**config.mk**
```make
export PLATFORM = sky130hd
export DESIGN_NAME = video_capture_fb
export DESIGN_NICKNAME = d
export VERILOG_FILES = /design/src/rtl/video_capture_fb.sv
export SDC_FILE = /design/constraint.sdc
export NUM_CORES = 1
export LEC_CHECK = 0
export CORE_ASPECT_RATIO = 0.7
export CORE_MARGIN = 5
export CORE_UTILIZATION = 55
export CTS_CLUSTER_DIAMETER = 60
export DETAILED_ROUTE_END_ITERATION = 12
export PLACE_DENSITY_LB_ADDON = 0.2
export SYNTH_ARGS = -nofsm -noshare
export SYNTH_HDL_FRONTEND = slang
export SYNTH_SLANG_ARGS = --single-unit
export TNS_END_PERCENT = 10
```
**constraint.sdc**
```tcl
create_clock -name clk -period 3.7 [get_ports clk]
set_clock_uncertainty 0.2 [all_clocks]
set_input_delay 0.74 -clock clk [delete_from_list [all_inputs] [get_ports clk]]
set_output_delay 0.74 -clock clk [all_outputs]
set_load 0.005 [all_outputs]
```
**src/rtl/video_capture_fb.sv**
```systemverilog
// Video input capture: registers the incoming stream, writes active pixels to a
// framebuffer write port, and measures line/frame timing with a lock detector.
module video_capture_fb #(
  parameter int ADDR_W      = 10,
  parameter int CNT_W       = 12,
  parameter bit SYNC_POL    = 1'b0,
  parameter int LOCK_FRAMES = 2
) (
  input  logic              clk,
  input  logic              reset,
  input  logic              hsync,
  input  logic              vsync,
  input  logic              data_en,
  input  logic [7:0]        tmds_0,
  input  logic [7:0]        tmds_1,
  input  logic [7:0]        tmds_2,
  output logic              wr_en,
  output logic [ADDR_W-1:0] wr_addr,
  output logic [31:0]       wr_data,
  output logic              frame_sync,
  output logic              addr_wrap,
  output logic [CNT_W-1:0]  htotal,
  output logic [CNT_W-1:0]  vtotal,
  output logic [CNT_W-1:0]  hres,
  output logic [CNT_W-1:0]  vres,
  output logic              locked
);

  localparam int MC_W = $clog2(LOCK_FRAMES + 1);

  typedef enum logic {WAIT_VSYNC, CAPTURE} cap_state_t;
  typedef enum logic {UNLOCKED, LOCKED} lock_state_t;

  function automatic logic [CNT_W-1:0] sat_inc(input logic [CNT_W-1:0] v);
    return (v == {CNT_W{1'b1}}) ? v : v + 1'b1;
  endfunction

  logic              hs_p1, hs_p2, vs_p1, vs_p2, vld_p1, vld_p2;
  logic [23:0]       pix_p1;
  logic              vs_edge, hs_edge, de_fall, capturing, new_act, latch, meas_match;
  cap_state_t        cap_state, cap_next;
  lock_state_t       lock_state, lock_next;
  logic [MC_W-1:0]   match_cnt, mc_next;
  logic [ADDR_W-1:0] addr_ptr;
  logic              wrap_pend, line_act, armed;
  logic [CNT_W-1:0]  hclk_cnt, line_htotal, pix_cnt, line_hres, line_cnt, act_cnt;

  // Stage p1/p2: input registers; these only follow the pins, so no reset is needed
  always_ff @(posedge clk) begin
    hs_p1  <= hsync;
    vs_p1  <= vsync;
    vld_p1 <= data_en;
    pix_p1 <= {tmds_2, tmds_1, tmds_0};
    hs_p2  <= hs_p1;
    vs_p2  <= vs_p1;
    vld_p2 <= vld_p1;
  end

  assign vs_edge   = (vs_p1 == SYNC_POL) && (vs_p2 != SYNC_POL);
  assign hs_edge   = (hs_p1 == SYNC_POL) && (hs_p2 != SYNC_POL);
  assign de_fall   = vld_p2 && !vld_p1;
  // The vsync-edge cycle already belongs to the new frame, even when leaving WAIT_VSYNC
  assign capturing = (cap_state == CAPTURE) || vs_edge;
  assign new_act   = vld_p1 && (hs_edge || !line_act);
  assign latch     = vs_edge && armed;
  assign meas_match = ({line_htotal, line_cnt, line_hres, act_cnt} ==
                       {htotal, vtotal, hres, vres});

  always_comb begin
    cap_next = cap_state;
    if (cap_state == WAIT_VSYNC && vs_edge) cap_next = CAPTURE;
  end

  always_comb begin
    lock_next = lock_state;
    mc_next   = match_cnt;
    if (latch) begin
      if (meas_match) begin
        mc_next = (match_cnt >= MC_W'(LOCK_FRAMES)) ? MC_W'(LOCK_FRAMES) : match_cnt + 1'b1;
        if (mc_next == MC_W'(LOCK_FRAMES)) lock_next = LOCKED;
      end else begin
        mc_next   = '0;
        lock_next = UNLOCKED;
      end
    end
  end

  always_ff @(posedge clk) begin
    if (reset) begin
      cap_state  <= WAIT_VSYNC;
      lock_state <= UNLOCKED;
      match_cnt  <= '0;
    end else begin
      cap_state  <= cap_next;
      lock_state <= lock_next;
      match_cnt  <= mc_next;
    end
  end

  assign locked = (lock_state == LOCKED);

  // Stage p3: write port, line/frame measurement and latched timing outputs
  always_ff @(posedge clk) begin
    if (reset) begin
      wr_en       <= 1'b0;
      wr_addr     <= '0;
      wr_data     <= '0;
      frame_sync  <= 1'b0;
      addr_wrap   <= 1'b0;
      addr_ptr    <= '0;
      wrap_pend   <= 1'b0;
      hclk_cnt    <= '0;
      line_htotal <= '0;
      pix_cnt     <= '0;
      line_hres   <= '0;
      line_cnt    <= '0;
      act_cnt     <= '0;
      line_act    <= 1'b0;
      armed       <= 1'b0;
      htotal      <= '0;
      vtotal      <= '0;
      hres        <= '0;
      vres        <= '0;
    end else begin
      frame_sync <= vs_edge;
      wr_en      <= capturing && vld_p1;
      addr_wrap  <= 1'b0;
      if (capturing && vld_p1) wr_data <= {8'h00, pix_p1};

      // wrap_pend marks that the pointer rolled over, so the next write at 0 is a wrap
      if (vs_edge) begin
        wrap_pend <= 1'b0;
        if (vld_p1) begin
          wr_addr  <= '0;
          addr_ptr <= ADDR_W'(1);
        end else begin
          addr_ptr <= '0;
        end
      end else if (capturing && vld_p1) begin
        wr_addr   <= addr_ptr;
        addr_ptr  <= addr_ptr + 1'b1;
        wrap_pend <= (addr_ptr == {ADDR_W{1'b1}});
        addr_wrap <= wrap_pend;
      end

      if (hs_edge) begin
        line_htotal <= sat_inc(hclk_cnt);
        hclk_cnt    <= '0;
      end else begin
        hclk_cnt <= sat_inc(hclk_cnt);
      end

      if (de_fall) begin
        line_hres <= pix_cnt;
        pix_cnt   <= '0;
      end else if (vld_p1) begin
        pix_cnt <= sat_inc(pix_cnt);
      end

      line_act <= hs_edge ? vld_p1 : (line_act | vld_p1);

      if (vs_edge) begin
        armed    <= 1'b1;
        line_cnt <= hs_edge ? CNT_W'(1) : '0;
        act_cnt  <= new_act ? CNT_W'(1) : '0;
        if (armed) begin
          htotal <= line_htotal;
          hres   <= line_hres;
          vtotal <= line_cnt;
          vres   <= act_cnt;
        end
      end else begin
        if (hs_edge) line_cnt <= sat_inc(line_cnt);
        if (new_act) act_cnt <= sat_inc(act_cnt);
      end
    end
  end

endmodule
```
== Word-level counts from Yosys, hierarchy flattened ==
Index checks and enable logic that the tools add are counted.

* Add/subtract/negate cells: 6
* Order comparisons: 1
* Equal/unequal tests: 11
* Mux-type cells: 20
* Bitwise operators: 6
* Reduce and logical (&&, ||, !) cells: 24

{| class="wikitable"
|+ Operators with widths
! cell !! count
|-
| 2-to-1 mux 12 bit || 7
|-
| 2-to-1 mux 10 bit || 5
|-
| adder 12 x 1 -> 12 bit, second input constant || 4
|-
| == test 12 bit, second input constant || 4
|-
| == test 48 bit || 1
|-
| AND reduction 2 bit || 6
|-
| adder 10 x 1 -> 10 bit, second input constant || 1
|-
| == test 10 bit, second input constant || 1
|-
| logical AND 1 bit || 7
|-
| 2-to-1 mux 1 bit || 6
|-
| != test 2 bit, second input constant || 3
|-
| nonzero test 2 bit || 3
|-
| OR reduction 2 bit || 3
|-
| NOT 1 bit || 5
|-
| 2-to-1 mux 2 bit || 2
|-
| OR reduction 3 bit || 1
|-
| adder 2 x 1 -> 2 bit, second input constant || 1
|-
| == test 2 bit, second input constant || 1
|-
| >= comparator 2 bit, second input constant || 1
|-
| logical NOT 1 bit || 2
|-
| logical OR 1 bit || 2
|-
| != test 2 x 1 -> 1 bit, second input constant || 1
|-
| bitwise OR 1 bit || 1
|}

* Bits in registers: 204
* Bits of input ports: 29
* Output and inout port bits: 94
* Logic and storage cells: 97

== Logic depth before layout (Yosys ltp) ==
Gate-level depths: netlist of run 1.

* Word-level depth: 6
* Depth in mapped cells: 7
* Gate-level depth less buffers: 6

== Least setup slack after synthesis of run 1 ==
No wires, ideal clock.

* Path type: input to register
* Start point: input port reset
* End point: register line_cnt[4]
* Setup time: 132 ps
* Arrival time: 1601 ps
* Data required time: 3368 ps
* Path slack: 1768 ps
* Stages on the path: 5
* Buffers on the path: 2
* Cells stage by stage: clkbuf_1 inv_1 nand2_1 buf_1 nor3_1

{| class="wikitable"
|+ RTL lines
! what !! line !! text
|-
| start: declaration || 10 || <nowiki>input logic reset,</nowiki>
|-
| end signal: assignment || 164 || <nowiki>line_cnt <= hs_edge ? CNT_W'(1) : '0;</nowiki>
|-
| end signal: assignment || 173 || <nowiki>if (hs_edge) line_cnt <= sat_inc(line_cnt);</nowiki>
|-
| end: declaration || 46 || <nowiki>logic [CNT_W-1:0] hclk_cnt, line_htotal, pix_cnt, line_hres, line_cnt, act_cnt;</nowiki>
|}

== Final worst setup path of run 1 ==
* Start point: register htotal[5]
* End point: output port htotal[5]

{| class="wikitable"
|+ RTL lines
! what !! line !! text
|-
| start: declaration || 22 || <nowiki>output logic [CNT_W-1:0] htotal,</nowiki>
|-
| start signal: assignment || 167 || <nowiki>htotal <= line_htotal;</nowiki>
|}

No word-level cell between the ends.

==> qor.txt, run 1 <==
============================================================================================
Die Y-Extent                                                                          111 um
GRT busiest layer                                                                       met1
Outcome                                                                         finished clean
Overall track demand over capacity in global routing                                   22.0%
Portion of the clock cycle consumed by the worst path in the final layout              64.5%
Worst setup path class                                                          flip-flop to primary output
CTS H-Tree Depth                                                                           1
Met2 Track Usage GR                                                                    31.6%
Pint                                                                                 3.51 mW
Worst Max-Slew Pin Slew                                                               891 ps
Basic-gate share of the synthesized area counting and, or, nand and nor cells          22.5%
Number of warnings printed during yosys synthesis                                          0
Synth-to-Final Area Change                                                             22.9%
Main synth FF type                                                              sky130_fd_sc_hd__dfxtp_1
Fraction of power consumed by the clock network                                        44.2%
Fraction of the yosys area taken by sequential cells                                   51.4%
Core area                                                                          14100 um2
Sequential Power Share                                                                 50.6%
Category of cells accounting for the largest share of critical-path delay       buffers and inverters
Post-route DRC violation count                                                             0
LEAKAGE                                                                              3.31 nW
Post-DR wirelength/cell                                                              15.8 um
Number of clock sinks seen by CTS                                                        204
Design Area, Final                                                                  9770 um2
Post-CTS Setup Bufs                                                                        0
PD cells                                                                          461 nW/um2
Synthesized cell area                                                               7950 um2
Placed Area                                                                         9130 um2
RSZ-0062 raised after global routing                                                      no
Sum of overflow across all layers after global routing                                     0
Hold-fix buffers at CTS                                                                    0
Arrival time worst endpoint                                                          1440 ps
Violation count after the first detailed-routing iteration                               462
RD Place Congestion                                                                    0.864
Count of final max-slew check failures                                                     0
Worst reg-to-reg setup slack                                                         1340 ps
Number of cells on the critical path                                                       1
Clk slew on worst S/H paths                                                            60 ps
R2r worst-path depth                                                                       6
Port bufs                                                                                114
Per-instance average area after synthesis                                           8.63 um2
Post-CTS sizing                                                                            0
GR Layer Usage met1                                                                    33.8%
Clock period minus worst slack                                                       2380 ps
Capturing element type of the critical path                                     primary output
Sort of element at the start of the critical path                                  flip-flop
Ratio of cells with drive above 1 in the final layout                                  5.27%
VDD IR max                                                                          0.401 mV
Pin count of the biggest net entering global routing                                      66
Clk Tree Root Cell                                                              sky130_fd_sc_hd__clkbuf_16
Total wire length after detailed routing                                             19.1 mm
Number of antenna violations at the first check in global routing                          0
Mapped Cells                                                                             921
Number of buffers added by the clock tree synthesis step                                  20
Series of cell instances along the critical path                                clkdlybuf4s50_1
Antenna viol nets, final                                                                   0
Sw frac                                                                                22.0%
Longest individual stage delay on the worst path                                      540 ps
Synth Area in Adders                                                                  0.787%
Crit path max fanout                                                                       3
DIE WIDTH                                                                             154 um
Overall via count from detail_route                                                     6557
Share of the synthesized netlist area taken by xor and xnor gates                      9.15%
Met3 Use GR                                                                            4.53%
Total number of placement rows                                                            36
Number of storage elements in the synthesis netlist                                      204
Total of endpoints with negative setup slack in the final report                           0
Clock tree from TritonCTS                                                                yes
Share of synthesized flip-flops with an asynchronous set or reset                         0%
Worst hold path type                                                            flip-flop to flip-flop
Aggregate negative setup slack                                                          0 ps
Distinct cell type count of the synthesized netlist                                       57
Switching power summed over all nets                                                0.992 mW
Wire length of the first global-routing pass                                         31.3 mm
Max Freq                                                                             419 MHz
Detail Placement HPWL                                                                13.2 mm
Worst-skew pair later-pin latency                                                     490 ps
Complex-gate fraction of the synthesized area                                          11.8%
Post-synthesis mux area share                                                         0.630%
Critical path's slowest cell                                                    sky130_fd_sc_hd__clkdlybuf4s50_1
Crit path buffers/inverters                                                                1
Via count of the first global-routing pass                                              5914
Number of nets in the finished design                                                   1045
Maximum capacitance violations                                                             0
Via density                                                                             5.40
Total die area                                                                     17000 um2
Hold Path Cell Cnt                                                                         0
Fraction of power consumed by combinational cells                                       5.1%
Endpoints failing hold                                                                     0
Diodes inserted                                                                            0
CTS Buffer Depth                                                                           3
WP data required                                                                     2760 ps
Dominant combinational cell family by area after synthesis                      simple AND/OR/NAND/NOR gates
Starting density of the core                                                           56.6%
Number of search-and-repair iterations in the first detailed-routing pass                  5
Number of enable flip-flop cells after synthesis                                           0
Worst slew slack as a fraction of its limit                                            40.5%
Number of top-level pins                                                                 123
============================================================================================
[cells in the final DEF, fill, tap and decap left out, drive strengths merged, types with 6 or more instances in the layout]
cell type,instances
buf,9
nand2,205
xor2,20
a211oi,7
nand4,28
nand3,29
o21ai,12
conb,8
a21oi,116
xnor2,63
or3,8
dfxtp,204
nor3,17
clkdlybuf4s50,113
and3,10
nor2,72
clkbuf,28
and4,6
[cell families (layout without fill, tap and decap cells)]
kind of cell / count (synthesis) / after routing
other cells: 1 / 8
buf+inv: 64 / 160
mux: 5 / 5
xor+xnor: 83 / 83
fa+ha+maj: 5 / 5
flops: 204 / 204
simple gates: 397 / 397
compound gates: 162 / 162
[state kept, by name, summed over array words and instances (netlist names), 12 cells and up]
name	flops
line_htotal	12
vtotal	12
pix_cnt	12
line_cnt	12
line_hres	12
htotal	12
vres	12
act_cnt	12
wr_data	24
hres	12
hclk_cnt	12
pix_p1	24
[stage by stage]
stage / util, % / hold WS, ps / worst slack [ps] / cells / power, mW
finish: 69.5 / 164 / 1320 / 1214 / 4.50
global route: 69.5 / 179 / 1100 / 1214 / 4.66
CTS: 69.5 / 166 / 1290 / 1214 / 4.54
detailed placement: 64.9 / 158 / 1360 / 1179 / 2.56
global placement: 64.9 / 151 / 1440 / 1179 / 2.55
floorplan: - / 144 / 1770 / 928 / 2.46
[power by group through the flow]
stage / registers [mW] / logic, mW / clock network (mW)
after floorplan: 2.32 / 0.139 / 0
after global routing: 2.28 / 0.256 / 2.12
after CTS: 2.28 / 0.232 / 2.03
final: 2.28 / 0.231 / 1.99
after global placement: 2.33 / 0.226 / 0
after detailed placement: 2.33 / 0.229 / 0
[Yosys cell counts, types with 5 or more instances]
| master | instances | area share, % |
|---|---|---|
| sky130_fd_sc_hd__nor3_1 | 16 | 1.0 |
| sky130_fd_sc_hd__and4_1 | 5 | 0.55 |
| sky130_fd_sc_hd__buf_1 | 6 | 0.28 |
| sky130_fd_sc_hd__ha_1 | 5 | 0.79 |
| sky130_fd_sc_hd__o211ai_1 | 5 | 0.47 |
| sky130_fd_sc_hd__nor4_1 | 5 | 0.39 |
| sky130_fd_sc_hd__clkbuf_1 | 30 | 1.4 |
| sky130_fd_sc_hd__or3_1 | 8 | 0.63 |
| sky130_fd_sc_hd__dfxtp_1 | 204 | 51 |
| sky130_fd_sc_hd__nand4_1 | 26 | 2.0 |
| sky130_fd_sc_hd__o21ai_0 | 9 | 0.57 |
| sky130_fd_sc_hd__xnor2_1 | 63 | 6.9 |
| sky130_fd_sc_hd__and3_1 | 9 | 0.71 |
| sky130_fd_sc_hd__a211oi_1 | 7 | 0.66 |
| sky130_fd_sc_hd__nand2_1 | 205 | 9.7 |
| sky130_fd_sc_hd__mux2i_1 | 5 | 0.63 |
| sky130_fd_sc_hd__a21oi_1 | 115 | 7.2 |
| sky130_fd_sc_hd__nand3_1 | 28 | 1.8 |
| sky130_fd_sc_hd__buf_4 | 8 | 0.76 |
| sky130_fd_sc_hd__buf_2 | 16 | 1.0 |
| sky130_fd_sc_hd__nor2_1 | 72 | 3.4 |
| sky130_fd_sc_hd__nor2b_1 | 5 | 0.39 |
| sky130_fd_sc_hd__xor2_1 | 20 | 2.2 |
[path summary, 6_finish.rpt]
check	from	to
worst min register to register	vs_p1$_DFF_P_	vs_p2$_DFF_P_
worst min-delay path	vs_p1$_DFF_P_	vs_p2$_DFF_P_
worst max register to register	vs_p2$_DFF_P_	match_cnt[0]$_SDFFE_PP0P_
worst max-delay path	htotal[5]$_SDFFE_PP0P_	htotal[5]
[metal layers]
layer	wire length (um)	vias up
met5	0	-
met4	334	0
met3	1610	23
met2	8200	211
met1	8980	3038
li1	-	3285
[cell type report]
type / count / area (um2)
Clock buffer: 28 / 541
Clock inverter: 7 / 100
Fill cell: 1100 / 4290
Inverter: 3 / 11.3
Multi-Input combinational cell: 660 / 3600
Sequential cell: 204 / 4080
Tap cell: 190 / 238
Timing Repair Buffer: 122 / 1200
[worst reg2reg max path, cell delays in order (launching register included)]
cell and delay [ps]:
sky130_fd_sc_hd__dfxtp_1 330, sky130_fd_sc_hd__nor2b_1 570, sky130_fd_sc_hd__nand2_1 380, sky130_fd_sc_hd__buf_4 370, sky130_fd_sc_hd__nor2_1 160, sky130_fd_sc_hd__nand4_1 100, sky130_fd_sc_hd__a21oi_1 180
No activity file was read; power rests on OpenSTA's default activity.
==> run 2, diff against run 1 <==
CORE_UTILIZATION = 48   (was 55)
clock period = 2.1 ns   (was 3.7 ns; I/O delays follow)
==> qor.txt, run 2 (synthesized netlist as in run 1, its figures left out) <==
========================================================================================
Worst Max-Slew Pin Slew                                                           552 ps   -339 ps
Setup crit end                                                                   vres[6]
Number of clock sinks seen by CTS                                                    204   unchanged
Number of buffers added by the clock tree synthesis step                              20   unchanged
Starting density of the core                                                       48.8%   -7.8 points
Aggregate negative setup slack                                                      0 ps   unchanged
Clk Tree Root Cell                                                          sky130_fd_sc_hd__clkbuf_16
Arrival time worst endpoint                                                      1440 ps   about the same
Total of endpoints with negative setup slack in the final report                       0   unchanged
Worst-skew pair later-pin latency                                                 490 ps   about the same
Most common cell after layout, fill and taps aside                          sky130_fd_sc_hd__nand2_1
Total wire length after detailed routing                                         19.9 mm   +4.2%
Diodes inserted                                                                        0   unchanged
Number of antenna violations at the first check in global routing                      1   +1
Crit path max fanout                                                                   3   unchanged
Post-DR wirelength/cell                                                          15.6 um   -1.1%
CTS H-Tree Depth                                                                       1   unchanged
Area of the multi-input gates                                                   3610 um2   +0.31%
Highest-count cells in the layout ignoring fill and taps                    sky130_fd_sc_hd__nand2_1 (205), sky130_fd_sc_hd__dfxtp_1 (203), sky130_fd_sc_hd__a21oi_1 (115)
DIE WIDTH                                                                         164 um   +6.6%
Final Hold Slack                                                                  102 ps   -62.5 ps
Outcome                                                                     finished clean
Port bufs                                                                            114   unchanged
Critical R2R Launch                                                         act_cnt[2]$_SDFFE_PP0P_
Core area                                                                      16300 um2   +16%
Flip-flop and latch area                                                        4090 um2   about the same
VDD IR max                                                                      0.476 mV   +19%
Number of search-and-repair iterations in the first detailed-routing pass              5   unchanged
Ratio of cells with drive above 1 in the final layout                              8.54%   +3.3 points
Total number of placement rows                                                        39   +8.3%
R2r endpoint                                                                match_cnt[1]$_SDFFE_PP0P_
Worst reg-to-reg setup slack                                                      140 ps   -1200 ps
Final cell count without fillers                                                    1279   +5.4%
Overall via count from detail_route                                                 6521   -0.55%
Capturing element type of the critical path                                 primary output
Longest individual stage delay on the worst path                                  540 ps   about the same
Endpoints failing hold                                                                 0   unchanged
Hold Path Cell Cnt                                                                     4   +4
Worst setup margin                                                               39.7 ps   -1280 ps
Number of top-level pins                                                             123   unchanged
Maximum capacitance violations                                                         0   unchanged
Worst hold path type                                                        input pin to flip-flop
Violation count after the first detailed-routing iteration                           455   -1.5%
Clk slew on worst S/H paths                                                        60 ps   about the same
Detail Placement HPWL                                                            13.7 mm   +3.6%
Number of cells on the critical path                                                   1   unchanged
Worst setup path class                                                      flip-flop to primary output
RD Place Congestion                                                                0.885   +2.5%
Clock period minus worst slack                                                   2060 ps
Antenna viol nets, final                                                               0   unchanged
Sum of overflow across all layers after global routing                                 0   unchanged
Sort of element at the start of the critical path                              flip-flop
Portion of the clock cycle consumed by the worst path in the final layout          98.1%
Clock tree from TritonCTS                                                            yes
Total die area                                                                 19300 um2   +13%
Cell count after placement                                                          1243   +5.4%
Post-route DRC violation count                                                         0   unchanged
Pin count of the biggest net entering global routing                                 117   +77%
Overall track demand over capacity in global routing                               20.0%   -1.9 points
R2r worst-path depth                                                                   5   -1
Largest regs                                                                pix_p1: 24 flops, wr_data: 24 flops
Via density                                                                         5.10   -5.6%
Number of nets in the finished design                                               1074   +2.8%
Via count of the first global-routing pass                                          5901   -0.22%
Max Freq                                                                         485 MHz
Crit path buffers/inverters                                                            1   unchanged
Worst setup path startpoint                                                 vres[6]$_SDFFE_PP0P_
Critical path's slowest cell                                                sky130_fd_sc_hd__clkdlybuf4s50_1
Series of cell instances along the critical path                            clkdlybuf4s50_1
WP data required                                                                 1480 ps   -1280 ps
Pre-CTS setup slack                                                               140 ps   -1220 ps
Layout filler cell count                                                            1416   +29%
CTS Buffer Depth                                                                       3   unchanged
Hold-fix buffers at CTS                                                                0   unchanged
Post-CTS Setup Bufs                                                                    0   unchanged
LEAKAGE                                                                          3.53 nW   +6.7%
RSZ-0062 raised after global routing                                                  no
Synth-to-Final Area Change                                                         28.1%
PD cells                                                                      820 nW/um2   +78%
Wire length of the first global-routing pass                                     31.8 mm   +1.4%
Category of cells accounting for the largest share of critical-path delay   buffers and inverters
Worst slew slack as a fraction of its limit                                        62.9%   +22 points
Die Y-Extent                                                                      118 um   +6.4%
Count of final max-slew check failures                                                 0   unchanged
========================================================================================
-- run 2: cell types whose count changed in the layout (fill, tap and decap cells not counted), sizes merged --
cell / previous run / this run
buf: 9 / 38
bufinv: 2 / 3
inv: 4 / 3
clkdlybuf4s50: 113 / 112
clkbuf: 28 / 32
clkinv: 4 / 1
dlymetal6s2s: 0 / 1
-- run 2: area by class of cell --
class,count,share of cell area (%)
sequential,204,40.1
timing repair buffer,151,14.4
inverter,3,0.111
clock inverter,4,0.971
tap,225,2.77
clock buffer,32,6.16
multi-input combinational,660,35.4
-- run 2: stage by stage --
stage	util, %	power, mW	area (um2)
final	62.5	8.35	10200
after global routing	62.5	8.64	10200
after CTS	62.4	8.42	10200
after detailed placement	57.9	4.55	9440
after global placement	57.9	4.54	9440
after floorplan	-	4.33	7970
-- run 2: worst min path at each step --
stage	endpoint	startpoint
after floorplan	hs_p2$_DFF_P_	hs_p1$_DFF_P_
after global placement	hs_p2$_DFF_P_	hs_p1$_DFF_P_
after detailed placement	hs_p2$_DFF_P_	hs_p1$_DFF_P_
after CTS	addr_wrap$_SDFF_PP0_	reset
after global routing	addr_wrap$_SDFF_PP0_	reset
final	addr_wrap$_SDFF_PP0_	reset
-- run 2: what timing repair did --
action,CTS,global route
resized for setup,1,4
cloned,0,0
setup endpoints to repair,1,5
-- run 2: metal layers --
metal	GRT usage, %	part of all wire (%)	up-vias
met5	0	0.055	-
met1	30.2	49	2980
met3	4.13	6.1	33
li1	-	-	3341
met2	29.5	42	165
met4	4.56	2.2	2
-- run 2: where the power goes --
group          total (mW)  internal, mW  switching, mW  leakage, nW
Combinational       0.454         0.202          0.252         1.51
Sequential           4.01          3.95         0.0555         1.66
Clock                3.89          2.42           1.47        0.354
